$ cat src/rtl/ram_skew_reader_if.sv
// Bus bundle for ram_skew_reader: command inputs, RAM port and skewed array feed.
// The slave modport is the reader; the master modport is whoever drives commands and the RAM.
interface ram_skew_reader_if #(
  parameter int AWIDTH      = 10,
  parameter int DESIGN_SIZE = 16,
  parameter int DWIDTH      = 8
);
  logic                          start;
  logic [AWIDTH-1:0]             base_addr;
  logic [AWIDTH-1:0]             stride;
  logic [AWIDTH:0]               num_rows;
  logic [AWIDTH-1:0]             ram_addr;
  logic [DESIGN_SIZE-1:0]        ram_we;
  logic [DESIGN_SIZE*DWIDTH-1:0] ram_q;
  logic [DESIGN_SIZE*DWIDTH-1:0] out_data;
  logic [DESIGN_SIZE-1:0]        out_valid;
  logic                          busy;
  logic                          done;

  modport master (
    output start, base_addr, stride, num_rows, ram_q,
    input  ram_addr, ram_we, out_data, out_valid, busy, done
  );

  modport slave (
    input  start, base_addr, stride, num_rows, ram_q,
    output ram_addr, ram_we, out_data, out_valid, busy, done
  );
endinterface

$ cat src/rtl/ram_skew_reader.sv
// Reads N strided RAM rows and feeds them to a systolic array edge with a
// per-lane skew: lane i of row k appears i cycles after lane 0 of that row.
module ram_skew_reader #(
  parameter int AWIDTH      = 10,
  parameter int DESIGN_SIZE = 16,
  parameter int DWIDTH      = 8
) (
  input  logic              clk,
  input  logic              resetn,
  ram_skew_reader_if.slave  bus
);

  localparam int CW = $clog2(DESIGN_SIZE + 1);
  localparam logic [AWIDTH:0] ONE_ROW = {{AWIDTH{1'b0}}, 1'b1};

  typedef enum logic [1:0] {IDLE, READ, DRAIN, DONE} state_t;

  state_t            state_q, state_d;
  logic [AWIDTH-1:0] ram_addr_q, ram_addr_d;
  logic [AWIDTH-1:0] stride_q, stride_d;
  logic [AWIDTH:0]   nrows_q, nrows_d;
  logic [AWIDTH:0]   row_q, row_d;
  logic [CW-1:0]     drain_q, drain_d;
  logic              last_row;

  logic                          rd_vld_p0;
  logic                          rd_vld_p1_q;
  logic [DESIGN_SIZE*DWIDTH-1:0] cap_p2_q;
  logic                          cap_vld_p2_q;
  logic [DESIGN_SIZE*DWIDTH-1:0] out_data_w;
  logic [DESIGN_SIZE-1:0]        out_valid_w;

  assign last_row = (row_q == nrows_q - ONE_ROW);

  always_comb begin
    state_d    = state_q;
    ram_addr_d = ram_addr_q;
    stride_d   = stride_q;
    nrows_d    = nrows_q;
    row_d      = row_q;
    drain_d    = drain_q;
    case (state_q)
      IDLE: begin
        if (bus.start) begin
          stride_d = bus.stride;
          nrows_d  = bus.num_rows;
          row_d    = '0;
          drain_d  = '0;
          if (bus.num_rows == '0) begin
            state_d = DONE;
          end else begin
            state_d    = READ;
            ram_addr_d = bus.base_addr;
          end
        end
      end
      READ: begin
        row_d = row_q + ONE_ROW;
        if (last_row) begin
          state_d = DRAIN;
        end else begin
          ram_addr_d = ram_addr_q + stride_q;
        end
      end
      DRAIN: begin
        // Last row still has to walk through the full skew before completion.
        if (drain_q == CW'(DESIGN_SIZE)) begin
          state_d = DONE;
        end else begin
          drain_d = drain_q + CW'(1);
        end
      end
      DONE:    state_d = IDLE;
      default: state_d = IDLE;
    endcase
  end

  always_ff @(posedge clk) begin
    if (!resetn) begin
      state_q    <= IDLE;
      ram_addr_q <= '0;
      stride_q   <= '0;
      nrows_q    <= '0;
      row_q      <= '0;
      drain_q    <= '0;
    end else begin
      state_q    <= state_d;
      ram_addr_q <= ram_addr_d;
      stride_q   <= stride_d;
      nrows_q    <= nrows_d;
      row_q      <= row_d;
      drain_q    <= drain_d;
    end
  end

  assign rd_vld_p0 = (state_q == READ);

  // p0 -> p1: address issued; p1 -> p2: RAM data captured, zeroed when not a real row
  always_ff @(posedge clk) begin
    if (!resetn) begin
      rd_vld_p1_q  <= 1'b0;
      cap_p2_q     <= '0;
      cap_vld_p2_q <= 1'b0;
    end else begin
      rd_vld_p1_q  <= rd_vld_p0;
      cap_p2_q     <= rd_vld_p1_q ? bus.ram_q : '0;
      cap_vld_p2_q <= rd_vld_p1_q;
    end
  end

  for (genvar i = 0; i < DESIGN_SIZE; i++) begin : g_lane
    if (i == 0) begin : g_direct
      assign out_data_w[DWIDTH-1:0] = cap_p2_q[DWIDTH-1:0];
      assign out_valid_w[0]         = cap_vld_p2_q;
    end else begin : g_delay
      logic [DWIDTH-1:0] dly_q [i];
      logic              dly_vld_q [i];

      always_ff @(posedge clk) begin
        if (!resetn) begin
          for (int j = 0; j < i; j++) begin
            dly_q[j]     <= '0;
            dly_vld_q[j] <= 1'b0;
          end
        end else begin
          dly_q[0]     <= cap_p2_q[i*DWIDTH +: DWIDTH];
          dly_vld_q[0] <= cap_vld_p2_q;
          for (int j = 1; j < i; j++) begin
            dly_q[j]     <= dly_q[j-1];
            dly_vld_q[j] <= dly_vld_q[j-1];
          end
        end
      end

      assign out_data_w[i*DWIDTH +: DWIDTH] = dly_q[i-1];
      assign out_valid_w[i]                 = dly_vld_q[i-1];
    end
  end

  assign bus.ram_addr  = ram_addr_q;
  assign bus.ram_we    = '0;
  assign bus.out_data  = out_data_w;
  assign bus.out_valid = out_valid_w;
  assign bus.busy      = (state_q == READ) || (state_q == DRAIN);
  assign bus.done      = (state_q == DONE);

endmodule

$ cat src/flat_wrapper.sv
// flat-port wrapper written by rule: the top's interface ports become plain ports
module ram_skew_reader_flat 
#(
  parameter int AWIDTH      = 10,
  parameter int DESIGN_SIZE = 16,
  parameter int DWIDTH      = 8
)
  (clk, resetn, bus_start, bus_base_addr, bus_stride, bus_num_rows, bus_ram_q, bus_ram_addr, bus_ram_we, bus_out_data, bus_out_valid, bus_busy, bus_done);
  ram_skew_reader_if #(.AWIDTH(AWIDTH), .DESIGN_SIZE(DESIGN_SIZE), .DWIDTH(DWIDTH)) bus_i ();
  input  logic clk;
  input  logic resetn;
  input wire logic [$bits(bus_i.start)-1:0] bus_start;
  input wire logic [$bits(bus_i.base_addr)-1:0] bus_base_addr;
  input wire logic [$bits(bus_i.stride)-1:0] bus_stride;
  input wire logic [$bits(bus_i.num_rows)-1:0] bus_num_rows;
  input wire logic [$bits(bus_i.ram_q)-1:0] bus_ram_q;
  output wire logic [$bits(bus_i.ram_addr)-1:0] bus_ram_addr;
  output wire logic [$bits(bus_i.ram_we)-1:0] bus_ram_we;
  output wire logic [$bits(bus_i.out_data)-1:0] bus_out_data;
  output wire logic [$bits(bus_i.out_valid)-1:0] bus_out_valid;
  output wire logic [$bits(bus_i.busy)-1:0] bus_busy;
  output wire logic [$bits(bus_i.done)-1:0] bus_done;
  assign bus_i.start = bus_start;
  assign bus_i.base_addr = bus_base_addr;
  assign bus_i.stride = bus_stride;
  assign bus_i.num_rows = bus_num_rows;
  assign bus_i.ram_q = bus_ram_q;
  assign bus_ram_addr = bus_i.ram_addr;
  assign bus_ram_we = bus_i.ram_we;
  assign bus_out_data = bus_i.out_data;
  assign bus_out_valid = bus_i.out_valid;
  assign bus_busy = bus_i.busy;
  assign bus_done = bus_i.done;
  ram_skew_reader #(.AWIDTH(AWIDTH), .DESIGN_SIZE(DESIGN_SIZE), .DWIDTH(DWIDTH)) u_core (.clk(clk), .resetn(resetn), .bus(bus_i));
endmodule
$ cat config.mk
export PLATFORM = sky130hd
export DESIGN_NAME = ram_skew_reader_flat
export DESIGN_NICKNAME = d
export VERILOG_FILES = /design/src/rtl/ram_skew_reader_if.sv /design/src/rtl/ram_skew_reader.sv /design/src/flat_wrapper.sv
export SDC_FILE = /design/constraint.sdc
export NUM_CORES = 1
export LEC_CHECK = 0
export BUFFER_PORTS_ARGS = -buffer_cell sky130_fd_sc_hd__clkbuf_2
export CAP_MARGIN = 20
export CORE_ASPECT_RATIO = 1.2
export CORE_UTILIZATION = 57
export DETAILED_ROUTE_END_ITERATION = 10
export MAX_ROUTING_LAYER = met4
export PLACE_DENSITY = 0.77
export SLEW_MARGIN = 10
export SYNTH_ARGS = -nofsm -noshare
export SYNTH_HDL_FRONTEND = slang
export SYNTH_SLANG_ARGS = --single-unit
$ cat constraint.sdc
create_clock -name clk -period 3.3 [get_ports clk]
set_input_delay 0.33 -clock clk [delete_from_list [all_inputs] [get_ports clk]]
set_output_delay 0.33 -clock clk [all_outputs]
set_load 0.02 [all_outputs]
==> results of run 1 <==
==> worst paths after layout <==
check | startpoint | to | slack, ns | depth (start not counted)
setup / recovery | u_core.nrows_q[0] | u_core.state_q[1] | 0.19 | 9
hold / removal | bus_num_rows[4] | u_core.nrows_q[4] | 0.03 | 3
hold reg to reg | u_core.g_lane[11].g_delay.dly_q[0][21] | u_core.g_lane[11].g_delay.dly_q[0][29] | 0.42 | 1
setup reg to reg | u_core.nrows_q[0] | u_core.state_q[1] | 0.19 | 9
==> power by group through the flow <==
stage                     sequential [mW]  clock (mW)  combinational, mW
after global placement               14.9           0               1.47
after detailed placement             15.0           0               1.52
after CTS                            14.6        12.6               1.67
after floorplan                      14.9           0               1.10
final                                14.6        12.3               1.73
after global routing                 14.6        13.3               1.92
==> logic make-up (layout without fill, tap and decap cells) <==
group / after synthesis / after routing / synth area share
mux: 4 / 4 / 0.00122
other cells: 1 / 21 / 0.000110
buf+inv: 308 / 691 / 0.0496
simple gates: 1260 / 1260 / 0.226
flops: 1170 / 1170 / 0.690
compound gates: 92 / 92 / 0.0192
xor+xnor: 25 / 25 / 0.00686
fa+ha+maj: 18 / 18 / 0.00686
==> cell type report <==
cell class | count | share of cell area
diodes | 5 | 0.000310
clock buffers | 150 | 0.0757
clock inverters | 45 | 0.0146
inverters | 12 | 0.00112
multi-input cells | 1415 | 0.220
flip-flops and latches | 1170 | 0.581
well taps | 792 | 0.0246
repair buffers | 484 | 0.0826
==> flip-flops by register name, summed over array words and instances (netlist names) <==
signal / flops
u_core.g_lane.g_delay.dly_vld_q: 31
u_core.g_lane.g_delay.dly_q: 960
u_core.state_q: 2
u_core.rd_vld_p1_q: 1
u_core.cap_vld_p2_q: 1
u_core.row_q: 11
u_core.drain_q: 5
u_core.cap_p2_q: 128
u_core.nrows_q: 11
u_core.bus.ram_addr: 10
u_core.stride_q: 10
==> metal layers <==
layer  global-route usage  vias up
met4               0.0918        0
met2                0.321      406
met5                    -        -
met3               0.0375      155
met1                0.210     8533
li1                     -     9423
==> worst reg2reg max path, cell delays in order, from the launching register on <==
cell and delay, ns:
dfxtp_1 0.36, inv_1 0.07, ha_1 0.33, or4b_2 0.64
or4_1 0.42, a22oi_1 0.20, o31a_1 0.20, a31oi_1 0.12
or4_1 0.54, o211a_1 0.14
==> per-stage QoR <==
| stage | std cells | instance area, µm² | util | worst slack, ns |
|---|---|---|---|---|
| finish | 4073 | 40300 | 0.688 | 0.187 |
| CTS | 4067 | 40300 | 0.688 | 0.192 |
| detailed placement | 3723 | 35200 | 0.600 | 0.209 |
| global route | 4073 | 40300 | 0.688 | 0.0218 |
| global placement | 3723 | 35200 | 0.600 | 0.218 |
| floorplan | 2893 | 34000 | - | 0.474 |
==> synth_stat cells, types with 2 or more instances <==
library cell / count / area (µm²)
a21boi_0: 22 / 165
nand2_1: 64 / 240
inv_1: 12 / 45.0
o31a_1: 4 / 35.0
o211ai_1: 3 / 22.5
nor3_1: 6 / 30.0
dfxtp_1: 1170 / 23400
o21a_1: 2 / 15.0
buf_2: 2 / 10.0
nor2_1: 16 / 60.1
nor2b_1: 5 / 31.3
buf_4: 140 / 1050
nand3_1: 11 / 55.1
a21oi_1: 12 / 60.1
nor4_1: 2 / 12.5
or3_1: 8 / 50.1
and2_1: 997 / 6240
a31oi_1: 2 / 12.5
and3_1: 132 / 826
ha_1: 17 / 213
o21ai_0: 19 / 95.1
o211a_1: 7 / 70.1
a22oi_1: 2 / 15.0
or4_1: 4 / 30.0
xnor2_1: 9 / 78.8
xor2_1: 15 / 131
o21bai_1: 2 / 15.0
mux2i_1: 3 / 30.0
a211oi_1: 4 / 30.0
nand2b_1: 3 / 18.8
nand4_1: 7 / 43.8
clkbuf_1: 153 / 574
==> impl_metrics.env, run 1 <==
export IMPL_die_width_um=225
export IMPL_holdWs_ns=0.0296
export IMPL_multi_input_area_mm2=0.00890
export IMPL_yosysSeqAreaShare=0.690
export IMPL_cp_cell_sequence="inv_1 > ha_1 > or4b_2 > or4_1 > a22oi_1 > o31a_1 > a31oi_1 > or4_1 > o211a_1"
export IMPL_wl_met3_um=2350
export IMPL_areaGrowthSynthToFinish_pct=18.8
export IMPL_fin_crit_ns=3.11
export IMPL_drt_iter0_drc=766
export IMPL_cts_resized=0
export IMPL_final_setup_viol_count=0
export IMPL_yosys_warnings=0
export IMPL_cts_tree="yes"
export IMPL_crit_slowest_cell="or4b_2"
export IMPL_fillerInstances=4045
export IMPL_grt_pass1_vias=18700
export IMPL_peakVddDrop_mv=0.454
export IMPL_wl_per_cell_um=13.5
export IMPL_worstPathRequired_ns=3.85
export IMPL_io_pins=334
export IMPL_sequentialPowerShare=0.509
export IMPL_power_internal_mw=22.3
export IMPL_p_total_mw=28.7
export IMPL_synth_cell_types=55
export IMPL_worst_slew_pin_slew_ns=0.763
export IMPL_drt_first_pass_iters=5
export IMPL_clockRootBuffer="clkbuf_16"
export IMPL_clockBufferDepth=3
export IMPL_slew_violations=0
export IMPL_critPathKind="register to register"
export IMPL_synth_cells=2878
export IMPL_final_nets=3367
export IMPL_start_kind="register"
export IMPL_holdBufCountCts=149
export IMPL_worst_ep_arrival_time_ns=3.67
export IMPL_routabilityCongestion=0.808
export IMPL_maxCapViolCount=0
export IMPL_synth_ff_type="dfxtp_1"
export IMPL_vias=18500
export IMPL_p_switching_mw=6.31
export IMPL_final_cell_mix="dfxtp_1, and2_1, clkbuf_2"
export IMPL_async_reset_ff_frac=0
export IMPL_worstSkewPairLatency_ns=0.66
export IMPL_drt_total_wl_um=54900
export IMPL_start_util=0.579
export IMPL_avgViaCountPerCell=4.55
export IMPL_slew_limit_headroom=0.491
export IMPL_drtAntennaViolNets=0
export IMPL_cpPeakStageDelay_ns=0.64
export IMPL_crit_top_cell="or4_1"
export IMPL_grt_overflow_total=0
export IMPL_met2_length_um=27200
export IMPL_ys_ff_latch=1170
export IMPL_worstSetupEndpointType="register"
export IMPL_cts_max_level=3
export IMPL_drt_met1_wl_um=23200
export IMPL_syn_area_per_cell_um2=11.8
export IMPL_die_height_um=269
export IMPL_p_clk_frac=0.430
export IMPL_clkTransAtPathRegs_ns=0.07
export IMPL_final_common_cell="dfxtp_1"
export IMPL_power_leakage_nw=17.9
export IMPL_power_density_mw_per_mm2=710
export IMPL_dp_hpwl_um=30100
export IMPL_dieArea_mm2=0.0605
export IMPL_netlist_area_mm2=0.0339
export IMPL_drive_above_1_share=0.159
export IMPL_pwr_share_comb=0.061
export IMPL_grt_antenna_before_repair=6
export IMPL_grt_max_degree=152
export IMPL_cp_top_family="simple AND/OR/NAND/NOR gates"
export IMPL_setup_tns_ns=0
export IMPL_seq_area_mm2=0.0234
export IMPL_grt_pass1_wl_um=90100
export IMPL_finalHoldViolCount=0
export IMPL_grt_util_all_layers=0.189
export IMPL_drc=0
export IMPL_synth_edf_count=0
export IMPL_port_buffers=317
export IMPL_skew_ns=0.0253
export IMPL_cts_buffers=104
export IMPL_finalCritPeriodShare=0.943
export IMPL_num_rows=97
export IMPL_post_cts_setup_buffers=0
export IMPL_highest_layer="met4"
export IMPL_max_clock_freq_mhz=321
export IMPL_core_area_mm2=0.0586
export IMPL_rsz0062_at_grt="no"
export IMPL_crit_fanout=9
export IMPL_holdCritPathClass="input pin to register"
export IMPL_p_sw_frac=0.220
export IMPL_cts_sinks=1170
export IMPL_critPathBufInv=1
export IMPL_status="finished, final reports clean"
Power figures use the tool's default switching activity.
==> run 2: changes to the inputs <==
--- a/config.mk
+++ b/config.mk
@@ -7,11 +7,12 @@
 export LEC_CHECK = 0
 export BUFFER_PORTS_ARGS = -buffer_cell sky130_fd_sc_hd__clkbuf_2
 export CAP_MARGIN = 20
-export CORE_ASPECT_RATIO = 1.2
+export CORE_ASPECT_RATIO = 0.8
 export CORE_UTILIZATION = 57
 export DETAILED_ROUTE_END_ITERATION = 10
 export MAX_ROUTING_LAYER = met4
 export PLACE_DENSITY = 0.77
+export SETUP_SLACK_MARGIN = 0.4
 export SLEW_MARGIN = 10
 export SYNTH_ARGS = -nofsm -noshare
 export SYNTH_HDL_FRONTEND = slang
==> impl_metrics.env, run 2 (synthesis results as in run 1) <==
export IMPL_violations="design-rule violations"
export IMPL_top_regs="u_core.g_lane.g_delay.dly_q x960, u_core.cap_p2_q x128, u_core.g_lane.g_delay.dly_vld_q x31"
export IMPL_routabilityCongestion=0.787
export IMPL_port_buffers=317
export IMPL_cts_buffers=102
export IMPL_crit_top_cell="or4_1"
export IMPL_holdWs_ns=0.0491
export IMPL_drt_first_pass_iters=11
export IMPL_holdCritPathClass="input pin to register"
export IMPL_worstSkewPairLatency_ns=0.65
export IMPL_maxCapViolCount=0
export IMPL_grt_max_degree=161
export IMPL_skew_ns=0.0282
export IMPL_seq_area_mm2=0.0234
export IMPL_io_pins=334
export IMPL_final_nets=3370
export IMPL_final_setup_viol_count=0
export IMPL_crit_slowest_cell="or4_1"
export IMPL_status="finished, violations left"
export IMPL_drt_iter0_drc=912
export IMPL_multi_input_area_mm2=0.00891
export IMPL_start_kind="register"
export IMPL_cts_sinks=1170
export IMPL_fin_crit_ns=2.80
export IMPL_grt_pass1_vias=18200
export IMPL_worst_ep_arrival_time_ns=3.33
export IMPL_power_leakage_nw=17.8
export IMPL_drt_total_wl_um=54400
export IMPL_cpPeakStageDelay_ns=0.67
export IMPL_power_density_mw_per_mm2=704
export IMPL_dieArea_mm2=0.0605
export IMPL_grt_util_all_layers=0.183
export IMPL_max_clock_freq_mhz=358
export IMPL_critPathKind="register to register"
export IMPL_start_util=0.580
export IMPL_die_height_um=220
export IMPL_setup_tns_ns=0
export IMPL_grt_overflow_total=0
export IMPL_cts_max_level=3
export IMPL_final_common_cell="dfxtp_1"
export IMPL_die_width_um=275
export IMPL_wl_per_cell_um=13.4
export IMPL_peakVddDrop_mv=0.510
export IMPL_critPathBufInv=0
export IMPL_dp_hpwl_um=30100
export IMPL_num_rows=79
export IMPL_finalCritPeriodShare=0.847
export IMPL_fillerInstances=4016
export IMPL_clockBufferDepth=3
export IMPL_avgViaCountPerCell=4.56
export IMPL_worst_slew_pin_slew_ns=0.856
export IMPL_worstSetupEndpointType="register"
export IMPL_slew_limit_headroom=0.429
export IMPL_vias=18400
export IMPL_clkTransAtPathRegs_ns=0.07
export IMPL_cp_top_family="simple AND/OR/NAND/NOR gates"
export IMPL_finalHoldViolCount=0
export IMPL_crit_fanout=7
export IMPL_cts_tree="yes"
export IMPL_slew_violations=0
export IMPL_drc=12
export IMPL_clockRootBuffer="clkbuf_16"
export IMPL_core_area_mm2=0.0585
export IMPL_rsz0062_at_grt="no"
export IMPL_drive_above_1_share=0.157
export IMPL_largest_register_ffs=960
export IMPL_grt_pass1_wl_um=87300
export IMPL_final_cell_mix="dfxtp_1, and2_1, clkbuf_2"
export IMPL_drtAntennaViolNets=0
export IMPL_worstPathRequired_ns=3.84
export IMPL_cp_cell_sequence="or4_1 > or4_4 > a22oi_2 > o31a_1 > a31oi_2 > or4_1 > o211a_1"
export IMPL_grt_antenna_before_repair=9
export IMPL_top_register="u_core.g_lane.g_delay.dly_q"
export IMPL_areaGrowthSynthToFinish_pct=18.2
## run 2: power by group
group          internal [mW]  leakage, nW  switching, mW
sequential              14.4         9.43          0.197
clock                   6.86         1.68           5.02
combinational          0.737         6.71          0.997
total                   22.0         17.8           6.22
## run 2: through the flow
stage | power [mW] | setup slack (ns) | cell area (µm²) | util | cells
final | 28.2 | 0.504 | 40100 | 0.685 | 4047
after global routing | 29.3 | 0.415 | 40100 | 0.685 | 4047
after CTS | 28.4 | 0.404 | 40100 | 0.685 | 4040
after detailed placement | 16.5 | 0.408 | 35100 | 0.601 | 3704
after global placement | 16.4 | 0.452 | 35100 | 0.601 | 3704
after floorplan | 16.0 | 0.474 | 34000 | - | 2893
## run 2: what timing repair did
action,4_1_cts,5_1_grt
hold buffers,150,0
endpoints found under the hold margin,150,0
buffers inserted,1,0
gates resized for setup,0,6
setup endpoints to repair,1,11
## run 2: final timing paths
| check | start | endpoint | slack [ns] | cells after the start |
|---|---|---|---|---|
| worst min register to register | u_core.g_lane[11].g_delay.dly_q[0][7] | u_core.g_lane[11].g_delay.dly_q[0][15] | 0.42 | 1 |
| worst max-delay path | u_core.nrows_q[2] | u_core.state_q[1] | 0.50 | 7 |
| worst max register to register | u_core.nrows_q[2] | u_core.state_q[1] | 0.50 | 7 |
| worst min-delay path | bus_base_addr[8] | u_core.bus.ram_addr[8] | 0.05 | 4 |
## run 2: final cells by class
class | instances | area share
antenna | 7 | 0.000437
clock buffer | 147 | 0.0733
clock inverter | 38 | 0.0119
inverter | 12 | 0.00112
multi-input combinational | 1415 | 0.222
sequential | 1170 | 0.584
tap | 769 | 0.0240
timing repair buffer | 489 | 0.0829
## run 2: worst register-to-register path, stage by stage, from the launching register on
cell,delay (ns)
dfxtp_1,0.35
or4_1,0.67
or4_4,0.56
a22oi_2,0.16
o31a_1,0.20
a31oi_2,0.12
or4_1,0.52
o211a_1,0.13
## run 2: per-layer routing
layer	track usage	routed length, µm	share of wire	up-vias
met5	-	0	0	-
met4	0.0796	1920	0.035	0
met3	0.0462	2810	0.052	145
met2	0.297	25500	0.47	440
met1	0.216	24100	0.44	8417
li1	-	-	-	9436
